===== config.mk =====
export PLATFORM = sky130hd
export DESIGN_NAME = interval_timer
export DESIGN_NICKNAME = d
export VERILOG_FILES = /design/src/rtl/traffic_pkg.sv /design/src/rtl/tick_prescaler.sv /design/src/rtl/interval_timer.sv
export SDC_FILE = /design/constraint.sdc
export NUM_CORES = 1
export LEC_CHECK = 0
export CAP_MARGIN = 40
export CORE_AREA = 2 2 72 74
export DETAILED_ROUTE_END_ITERATION = 8
export DIE_AREA = 0 0 74 76
export GPL_TIMING_DRIVEN = 0
export PLACE_DENSITY = 0.79
export RECOVER_POWER = 25
export SYNTH_ARGS = -nofsm -noshare
export SYNTH_HDL_FRONTEND = slang
export SYNTH_SLANG_ARGS = --single-unit

===== constraint.sdc =====
create_clock -name clk -period 2 [get_ports clk]
set_input_delay 0.3 -clock clk [delete_from_list [all_inputs] [get_ports clk]]
set_output_delay 0.3 -clock clk [all_outputs]
set_load 0.01 [all_outputs]

===== src/rtl/traffic_pkg.sv =====
// Shared definitions for the traffic controller timers: interval codes,
// timer FSM encoding and the width of a time-unit count.
package traffic_pkg;

  localparam logic [1:0] INT_BASE   = 2'b00;
  localparam logic [1:0] INT_EXT    = 2'b01;
  localparam logic [1:0] INT_YELLOW = 2'b10;
  localparam logic [1:0] INT_DOUBLE = 2'b11;

  localparam int unsigned TIME_W = 4;

  typedef enum logic [1:0] {
    StIdle  = 2'b00,
    StSel   = 2'b01,
    StLoad  = 2'b10,
    StCount = 2'b11
  } timer_state_e;

endpackage


===== src/rtl/tick_prescaler.sv =====
// Divides clk down to one-cycle time-unit ticks. Counts only while enabled;
// clear forces the count back to zero and suppresses any tick that cycle.
module tick_prescaler #(
  parameter int unsigned CLK_PER_TICK = 50_000_000
) (
  input  logic clk,
  input  logic reset,
  input  logic i_clear,
  input  logic i_enable,
  output logic o_tick
);

  localparam int unsigned CNT_W = $clog2(CLK_PER_TICK);
  localparam logic [CNT_W-1:0] LAST = CNT_W'(CLK_PER_TICK - 1);

  logic [CNT_W-1:0] r_count;
  logic             w_at_last;

  assign w_at_last = (r_count == LAST);
  assign o_tick    = i_enable && !i_clear && w_at_last;

  // Prescale counter: wraps to zero on the tick cycle, frozen when not enabled.
  always_ff @(posedge clk or posedge reset) begin
    if (reset) begin
      r_count <= '0;
    end else if (i_clear) begin
      r_count <= '0;
    end else if (i_enable) begin
      r_count <= w_at_last ? '0 : r_count + CNT_W'(1);
    end
  end

endmodule


===== src/rtl/interval_timer.sv =====
// Phase interval timer: presents an interval code to the time-parameter block,
// loads the returned duration and counts it down in time units, then pulses
// expired for one cycle.
module interval_timer
  import traffic_pkg::*;
#(
  parameter int unsigned CLK_PER_TICK = 50_000_000
) (
  input  logic              clk,
  input  logic              reset,
  input  logic              start,
  input  logic [1:0]        interval_sel,
  input  logic              abort,
  input  logic [TIME_W-1:0] value,
  output logic [1:0]        interval,
  output logic              busy,
  output logic              expired,
  output logic [TIME_W-1:0] remaining
);

  timer_state_e      r_state, w_state_nxt;
  logic [1:0]        r_interval, w_interval_nxt;
  logic              r_busy, w_busy_nxt;
  logic              r_expired, w_expired_nxt;
  logic [TIME_W-1:0] r_remaining, w_remaining_nxt;

  logic w_tick;
  logic w_pre_clear;
  logic w_pre_en;

  // Prescaler restarts on load and on abort, and only runs while counting.
  assign w_pre_clear = (r_state == StLoad) || abort;
  assign w_pre_en    = (r_state == StCount) && !abort;

  tick_prescaler #(
    .CLK_PER_TICK(CLK_PER_TICK)
  ) u_prescaler (
    .clk     (clk),
    .reset   (reset),
    .i_clear (w_pre_clear),
    .i_enable(w_pre_en),
    .o_tick  (w_tick)
  );

  // State and output registers.
  always_ff @(posedge clk or posedge reset) begin
    if (reset) begin
      r_state     <= StIdle;
      r_interval  <= INT_BASE;
      r_busy      <= 1'b0;
      r_expired   <= 1'b0;
      r_remaining <= '0;
    end else begin
      r_state     <= w_state_nxt;
      r_interval  <= w_interval_nxt;
      r_busy      <= w_busy_nxt;
      r_expired   <= w_expired_nxt;
      r_remaining <= w_remaining_nxt;
    end
  end

  // Next-state logic; expired defaults low so it can only ever be a single-cycle pulse.
  always_comb begin
    w_state_nxt     = r_state;
    w_interval_nxt  = r_interval;
    w_busy_nxt      = r_busy;
    w_expired_nxt   = 1'b0;
    w_remaining_nxt = r_remaining;

    unique case (r_state)
      StIdle: begin
        if (start && !abort) begin
          w_interval_nxt = interval_sel;
          w_busy_nxt     = 1'b1;
          w_state_nxt    = StSel;
        end
      end
      // Give the time-parameter block one cycle to register value for the new code.
      StSel: begin
        w_state_nxt = StLoad;
      end
      StLoad: begin
        w_remaining_nxt = value;
        if (value == '0) begin
          w_expired_nxt = 1'b1;
          w_busy_nxt    = 1'b0;
          w_state_nxt   = StIdle;
        end else begin
          w_state_nxt = StCount;
        end
      end
      StCount: begin
        if (w_tick) begin
          if (r_remaining <= TIME_W'(1)) begin
            w_remaining_nxt = '0;
            w_expired_nxt   = 1'b1;
            w_busy_nxt      = 1'b0;
            w_state_nxt     = StIdle;
          end else begin
            w_remaining_nxt = r_remaining - TIME_W'(1);
          end
        end
      end
    endcase

    // Abort overrides everything, including an expiry landing on the same edge.
    if (abort && (r_state != StIdle)) begin
      w_state_nxt     = StIdle;
      w_busy_nxt      = 1'b0;
      w_expired_nxt   = 1'b0;
      w_remaining_nxt = '0;
    end
  end

  assign interval  = r_interval;
  assign busy      = r_busy;
  assign expired   = r_expired;
  assign remaining = r_remaining;

endmodule

==> out/results.tsv, run 1 <==
stage	metric	value	unit
run_status	run status	complete, but fails checks	
run_status	violated checks	negative setup slack	
die	core area	0.00491	mm2
logic_synthesis	Syn Inst Count	250	
worst_setup_path	critical setup path kind	reg2reg	
place	DP HPWL	3.77	mm
clock_tree	CTS tree	built	
logic_synthesis	area leader, netlist	dfrtp_1	
timing	Worst Skew	0.00778	ns
hold_path	Worst Hold End	u_prescaler.r_count[23]$_DFFE_PP0P_	
finish	layout net count	300	
timing	final setup TNS	-1.04	ns
pwr	sw frac	0.316	
global_routing	initial antenna violation count	0	
pwr	Comb pwr share	0.299	
clock_tree	CTS H-tree depth	2	
worst_setup_path	Reg2Reg Setup Slack	-0.10	ns
worst_setup_path	CP endpoint kind	register	
place	Final GP Congestion	0.863	
logic_synthesis	synth top area cells	dfrtp_1 (41%), a31oi_1 (4.8%), nand2_1 (4.8%)	
worst_setup_path	Slowest-stage cell, CP	or4b_4	
detailed_routing	highest routed layer	met4	
global_routing	GRT Overall Usage	0.216	
clock_tree	Clock Latency Late Sink	0.29	ns
timing	Slew HR	0.464	
logic_synthesis	ys flop type	dfrtp_1	
clock_tree	Root Driver	clkbuf_8	
pwr	peak supply drop	543	uV
clock_tree	clock buffer count from CTS	5	
timing	RSZ-0062 raised after global routing	yes	
timing	Hold Fails Final Rpt	0	
clock_tree	CTS sink cnt	36	
logic_synthesis	Yosys warnings	0	
pwr	register share of total power	0.439	
worst_setup_path	CP arrival	2.27	ns
place	Post-Place Worst Slack	-0.228	ns
pwr	total power	0.00203	W
die	row count	26	
finish	Filler cells	411	
hold_path	WHS Path Cells	1	
worst_setup_path	R2R depth	7	
die	io pins	18	
detailed_routing	starting DRC count in detailed routing	293	
logic_synthesis	synth unique cells	51	
logic_synthesis	Synth Net Count	263	
die	Die Ht	76	um
detailed_routing	final WL	5.93	mm
detailed_routing	Remaining DRCs	0	
detailed_routing	Avg Vias per Cell	6.18	
detailed_routing	met3 WL post-DR	348	um
global_routing	GR Overflow Total	0	
finish	Area Growth Syn to Fin	30.3	%
worst_setup_path	startpoint type of the worst setup path	register	
place	input/output buffers	17	
timing	final setup fails	21	
worst_setup_path	critical path data required time	2.17	ns
pwr	cell internal pwr	0.00139	W
finish	fin util	0.582	
flow_run	MaxCap Viol Count	0	
pwr	P per Cell Area	710	mW/mm2
worst_setup_path	Bufs and invs on worst path	1	
timing	min cycle time layout	2.10	ns
logic_synthesis	Avg Cell Area, Syn	8.78	um2
die	die area	0.00562	mm2
finish	Reg area	901	um2
timing	fin crit share	1.05	
pwr	Psw	0.000642	W
timing	hold_ws	0.477	ns
detailed_routing	metal2 WL	2.82	mm
worst_setup_path	max incr delay on CP	0.57	ns
logic_synthesis	Mapped Area	0.00219	mm2
timing	Final Worst Setup Slack	-0.105	ns
worst_setup_path	FF-to-FF Start	u_prescaler.r_count[0]$_DFFE_PP0P_	
detailed_routing	number of iterations in the first detailed-routing pass	5	
timing	Max Slew Vio Count	0	
logic_synthesis	Post-synth ARST share	1.00	
detailed_routing	vias	2213	
die	width of the die	74	um
worst_setup_path	Crit path max-delay family	simple AND/OR/NAND/NOR gates	
hold_path	Worst Hold Class	reg2reg	
global_routing	wire length of the first global-routing pass	9.58	mm
clock_tree	clock transition time at the flip-flop clock pins of the worst setup and hold paths	0.07	ns
worst_setup_path	Critical R2R Capture	u_prescaler.r_count[20]$_DFFE_PP0P_	
timing	highest clock rate	475	MHz
worst_setup_path	Cell Chain, Critical Path	ha_4 > nand4_1 > or4b_4 > o21a_4 > buf_6 > a22oi_1 > nand2_1	
finish	share of cells above drive strength 1	0.219	
die	Initial Util	0.447	
detailed_routing	WL met1	2.63	mm
pwr	leak pwr	1.08	nW
pwr	Clk pwr share	0.263	
detailed_routing	Antenna Nets Post-Route	0	
global_routing	largest net degree at the start of global routing	20	
logic_synthesis	post-synth top area share	0.410	
finish	Multi-input gate area	0.00132	mm2
finish	n_diodes	0	
logic_synthesis	register area share after synthesis	0.410	
logic_synthesis	Post-synth EDFFs	0	
hold_path	worst hold start	u_prescaler.r_count[23]$_DFFE_PP0P_	
clock_tree	buffer levels on the longest clock path	2	
logic_synthesis	number of synthesized register bits	36	
global_routing	number of global-route vias before repair	1975	
worst_setup_path	Worst Path Max Fanout	10	
detailed_routing	WL/cell	16.6	um
timing	Slew @ Worst Pin	0.802	ns
## worst max path at each step
stage,to,slack [ns],start,cells past startpoint
2_1_floorplan,remaining[1]$_DFFE_PP0P_,0.04,remaining[0]$_DFFE_PP0P_,7
3_5_place_dp,interval[1]$_DFFE_PP0P_,-0.23,abort,5
6_report,u_prescaler.r_count[20]$_DFFE_PP0P_,-0.10,u_prescaler.r_count[0]$_DFFE_PP0P_,7
4_1_cts,u_prescaler.r_count[8]$_DFFE_PP0P_,-0.05,u_prescaler.r_count[0]$_DFFE_PP0P_,7
3_3_place_gp,u_prescaler.r_count[7]$_DFFE_PP0P_,-0.21,u_prescaler.r_count[0]$_DFFE_PP0P_,7
5_1_grt,u_prescaler.r_count[20]$_DFFE_PP0P_,-0.17,u_prescaler.r_count[0]$_DFFE_PP0P_,7
## worst register-to-register path: cells and delay by family, from the launching register on
family / cells / cell delay (ns)
AND/OR/NAND/NOR: 3 / 0.80
AO/OA/AOI/OAI: 2 / 0.45
flip-flops: 1 / 0.40
adder cells (fa/ha/maj): 1 / 0.17
buffers and inverters: 1 / 0.16
## cell usage after synthesis, drive strengths merged, types with 4 or more instances
cell     n
inv     14
a31oi   17
nor2    15
and4     6
dfrtp   36
nor4     4
clkbuf  10
buf      5
nand2   28
a21oi   16
a22oi    4
nand4    9
nand3   10
o21ai   15
or3      4
## area by class of cell
class | instances | area share
Buffer | 13 | 0.0315
Clock buffer | 8 | 0.0315
Inverter | 14 | 0.0184
Multi-Input combinational cell | 185 | 0.462
Sequential cell | 36 | 0.315
Tap cell | 70 | 0.0306
Timing Repair Buffer | 32 | 0.111
## stage by stage
stage,instances,cell area [um2]
4_1_cts,355,2670
3_5_place_dp,338,2480
6_report,358,2860
2_1_floorplan,250,2190
5_1_grt,358,2860
3_3_place_gp,337,2450
## timing repair
item,in CTS,in global routing
buffers inserted,9,3
gates resized for setup,12,34
setup endpoints to repair,34,33
hold buffers,0,0
pin swaps,5,10
cloned,0,2
## state kept, by name, indices dropped and copies added (netlist names)
| signal | count |
|---|---|
| busy | 1 |
| r_state | 2 |
| remaining | 4 |
| interval | 2 |
| expired | 1 |
| u_prescaler.r_count | 26 |
## power groups by stage
| stage | clock network, W | registers, W | logic (W) |
|---|---|---|---|
| final | 0.000534 | 0.000891 | 0.000607 |
| after global routing | 0.000583 | 0.000902 | 0.000667 |
| after CTS | 0.000536 | 0.000886 | 0.000555 |
| after detailed placement | 0 | 0.000897 | 0.000547 |
| after global placement | 0 | 0.000897 | 0.000530 |
| after floorplan | 0 | 0.000908 | 0.000299 |
## logic make-up (layout without fill, tap and decap cells)
group                      after synthesis  in the layout  share of synthesized area
adders and majority gates                3              3                     0.0171
muxes                                    3              3                     0.0154
xor gates and xnor gates                 3              3                     0.0120
and+or+nand+nor                         95             95                      0.232
DFF                                     36             36                      0.410
buffers and inverters                   29             67                     0.0639
AOI/OAI and AO/OA                       81             81                      0.249
## layer usage
layer | track usage | vias up
met5 | 0 | -
met4 | 0.0818 | 0
met3 | 0.0503 | 17
met2 | 0.315 | 109
met1 | 0.310 | 1071
li1 | - | 1016
## placed cells by master, fill, tap and decap left out, drive strengths merged, types with 3 or more instances in the layout
cell type	n
nor4	4
and2	3
o21ai	15
nand4	9
a21o	3
a22oi	4
o21a	3
nand3	10
mux2	3
clkbuf	17
clkdlybuf4s50	16
ha	3
dfrtp	36
buf	19
or3	4
a221o	3
nand2	28
and3	3
inv	14
o22ai	3
nor2	15
a21oi	16
o311ai	3
a31oi	17
and4	6
Power figures use the tool's default switching activity.
==> run 2: changes to the inputs <==
--- a/config.mk
+++ b/config.mk
@@ -5,10 +5,12 @@
 export SDC_FILE = /design/constraint.sdc
 export NUM_CORES = 1
 export LEC_CHECK = 0
+export ABC_AREA = 1
 export CAP_MARGIN = 40
-export CORE_AREA = 2 2 72 74
+export CORE_AREA = 2 2 73 75
+export CTS_BUF_LIST = sky130_fd_sc_hd__clkbuf_2 sky130_fd_sc_hd__clkbuf_4 sky130_fd_sc_hd__clkbuf_8
 export DETAILED_ROUTE_END_ITERATION = 8
-export DIE_AREA = 0 0 74 76
+export DIE_AREA = 0 0 75 77
 export GPL_TIMING_DRIVEN = 0
 export PLACE_DENSITY = 0.79
 export RECOVER_POWER = 25
==> run 2 against run 1 <==
Net effect: the run now ends clean; sequential power up 2%; largest cell class unchanged; final area down 9.4%; worst setup slack gained 0.43 ns.
==> out/results.tsv, run 2 <==
stage	metric	value	unit
global_routing	number of global-route vias before repair	1864	
logic_synthesis	Compound-Gate Fraction of Synth Area	0.0698	
logic_synthesis	number of synthesized register bits	36	
finish	commonest non-fill, non-tap cells in the layout	nand2_1 (111), dfrtp_1 (36), inv_1 (31)	
worst_setup_path	Worst Path Max Fanout	6	
worst_setup_path	Cell Chain, Critical Path	inv_1 > ha_1 > o21ai_0 > nand2_1 > o22ai_1 > nand3_1 > nand2_1	
logic_synthesis	register area share after synthesis	0.402	
logic_synthesis	Post-synth ARST share	1.00	
logic_synthesis	synth cell count leaders	nand2_1 (111), dfrtp_1 (36), inv_1 (31)	
finish	Area Growth Syn to Fin	15.6	%
worst_setup_path	critical setup path kind	reg2reg	
global_routing	wire length of the first global-routing pass	8.07	mm
clock_tree	post-CTS sizing	0	
die	row count	26	
finish	Non-Filler Instances	409	
timing	Slew HR	0.581	
logic_synthesis	XOR/XNOR share of the synthesized area	0.0547	
worst_setup_path	CP endpoint kind	register	
timing	final setup fails	0	
detailed_routing	Avg Vias per Cell	4.97	
logic_synthesis	Post-synth EDFFs	0	
detailed_routing	number of iterations in the first detailed-routing pass	4	
detailed_routing	WL/cell	11.4	um
die	Initial Util	0.450	
run_status	run status	finished clean	
clock_tree	clock buffer count from CTS	5	
clock_tree	buffer levels on the longest clock path	2	
die	width of the die	75	um
die	core area	0.00498	mm2
place	placed insts	401	
die	die area	0.00578	mm2
global_routing	GR Overflow Total	0	
clock_tree	Root Driver	clkbuf_8	
timing	Worst Skew	0.00956	ns
place	input/output buffers	17	
timing	min cycle time layout	1.68	ns
timing	fin crit share	0.838	
clock_tree	Post-CTS Setup Repair Bufs	0	
flow_run	MaxCap Viol Count	0	
clock_tree	CTS sink cnt	36	
detailed_routing	starting DRC count in detailed routing	144	
finish	max FFs per register	26	
logic_synthesis	Mapped Area	0.00224	mm2
logic_synthesis	largest family of logic cells by synthesized area	simple AND/OR/NAND/NOR gates	
hold_path	Worst Hold Class	reg2reg	
timing	Slew @ Worst Pin	0.628	ns
die	Die Ht	77	um
worst_setup_path	startpoint type of the worst setup path	register	
timing	final setup TNS	0	ns
finish	share of cells above drive strength 1	0.100	
logic_synthesis	ys flop type	dfrtp_1	
finish	Filler cells	476	
global_routing	largest net degree at the start of global routing	22	
pwr	leak pwr	1.18	nW
global_routing	grt met1 use	0.232	
logic_synthesis	synth unique cells	27	
clock_tree	CTS H-tree depth	2	
finish	n_diodes	0	
detailed_routing	vias	2032	
global_routing	grt met3 use	0.0368	
worst_setup_path	Slowest-stage cell, CP	dfrtp_1	
place	DP HPWL	3.44	mm
clock_tree	CTS tree	built	
logic_synthesis	synth top area cells	dfrtp_1 (40%), nand2_1 (19%), nand3_1 (6.3%)	
worst_setup_path	R2R depth	7	
detailed_routing	final WL	4.68	mm
pwr	total power	0.00226	W
place	Final GP Congestion	0.853	
logic_synthesis	Avg Cell Area, Syn	7.16	um2
timing	RSZ-0062 raised after global routing	no	
logic_synthesis	most common cell in the netlist	nand2_1	
detailed_routing	Remaining DRCs	0	
logic_synthesis	area leader, netlist	dfrtp_1	
worst_setup_path	max incr delay on CP	0.46	ns
logic_synthesis	Yosys warnings	0	
pwr	peak supply drop	702	uV
logic_synthesis	simple-gate area share of the yosys netlist	0.369	
global_routing	initial antenna violation count	0	
worst_setup_path	CP arrival	1.91	ns
logic_synthesis	Synth Net Count	326	
die	io pins	18	
clock_tree	clock transition time at the flip-flop clock pins of the worst setup and hold paths	0.08	ns
logic_synthesis	post-synth top area share	0.402	
finish	Biggest register	u_prescaler.r_count	
finish	fin util	0.521	
worst_setup_path	critical path data required time	2.23	ns
global_routing	GRT Overall Usage	0.177	
timing	Max Slew Vio Count	0	
logic_synthesis	Syn Inst Count	313	
logic_synthesis	post-synthesis mux area share	0.0101	
pwr	P per Cell Area	871	mW/mm2
timing	highest clock rate	596	MHz
logic_synthesis	Post-Synth Adder-Cell Area	0.0168	
worst_setup_path	CP dominant cell by count	nand2_1	
finish	most common cell after layout, fill and taps aside	nand2_1	
clock_tree	hold buffers post-CTS	0	
hold_path	WHS Path Cells	2	
global_routing	M2 GR Usage	0.285	
finish	layout net count	351	
clock_tree	Clock Latency Late Sink	0.30	ns
timing	Hold Fails Final Rpt	0	
detailed_routing	Antenna Nets Post-Route	0	
global_routing	gr busiest metal	met2	
-- run 2: cell types whose count changed after synthesis, sizes merged, moves of 11 or more --
cell,delta
xor2,+11
nand3,+20
inv,+23
a31oi,-17
a21oi,-11
nand2,+87
nor2,+21
-- run 2: worst paths after layout --
kind | slack (ns) | start | to
max | 0.32 | remaining[0]$_DFFE_PP0P_ | remaining[3]$_DFFE_PP0P_
min | 0.48 | busy$_DFFE_PP0P_ | busy$_DFFE_PP0P_
max reg2reg | 0.32 | remaining[0]$_DFFE_PP0P_ | remaining[3]$_DFFE_PP0P_
min reg2reg | 0.48 | busy$_DFFE_PP0P_ | busy$_DFFE_PP0P_
max in group asynchronous | 0.55 | reset | interval[1]$_DFFE_PP0P_
min in group asynchronous | 0.52 | reset | u_prescaler.r_count[9]$_DFFE_PP0P_
-- run 2: kinds of logic (layout without fill, tap and decap cells) --
| logic type | Yosys count | after routing |
|---|---|---|
| DFF | 36 | 36 |
| AOI/OAI and AO/OA | 28 | 28 |
| buffers and inverters | 41 | 67 |
| and+or+nand+nor | 189 | 189 |
| muxes | 2 | 2 |
| adders and majority gates | 3 | 3 |
| xor gates and xnor gates | 14 | 14 |
-- run 2: area by class of cell --
| class | instances | area, um2 | share of cell area |
|---|---|---|---|
| inverters | 37 | 139 | 0.0536 |
| clock buffers | 5 | 68.8 | 0.0266 |
| repair buffers | 18 | 175 | 0.0676 |
| plain buffers | 4 | 35.0 | 0.0135 |
| clock inverters | 3 | 18.8 | 0.00724 |
| flip-flops and latches | 36 | 901 | 0.348 |
| multi-input cells | 236 | 1170 | 0.450 |
| well taps | 70 | 87.6 | 0.0338 |
-- run 2: where the power goes --
group,total (W),internal [W],switching (W)
combinational,0.000824,0.000344,0.000480
sequential,0.000909,0.000823,0.0000860
clock,0.000524,0.000243,0.000281
-- run 2: critical path, delay by kind of cell (launching register included) --
family	cells	cell delay, ns
AOI/OAI and AO/OA	2	0.57
adders and majority gates	1	0.22
buffers and inverters	1	0.07
DFF	1	0.46
and+or+nand+nor	3	0.30
-- run 2: metrics by stage --
stage	worst slack, ns	cell area, um2	hold slack, ns
2_1_floorplan	0.544	2240	0.450
3_3_place_gp	0.0934	2500	0.463
3_5_place_dp	0.155	2530	0.463
4_1_cts	0.330	2610	0.440
5_1_grt	0.187	2590	0.515
6_report	0.324	2590	0.479
-- run 2: layer usage --
| metal | up-vias | wire, um |
|---|---|---|
| met1 | 938 | 2160 |
| li1 | 1041 | - |
| met2 | 47 | 2240 |
| met4 | 0 | 64 |
| met5 | - | 0 |
| met3 | 6 | 216 |
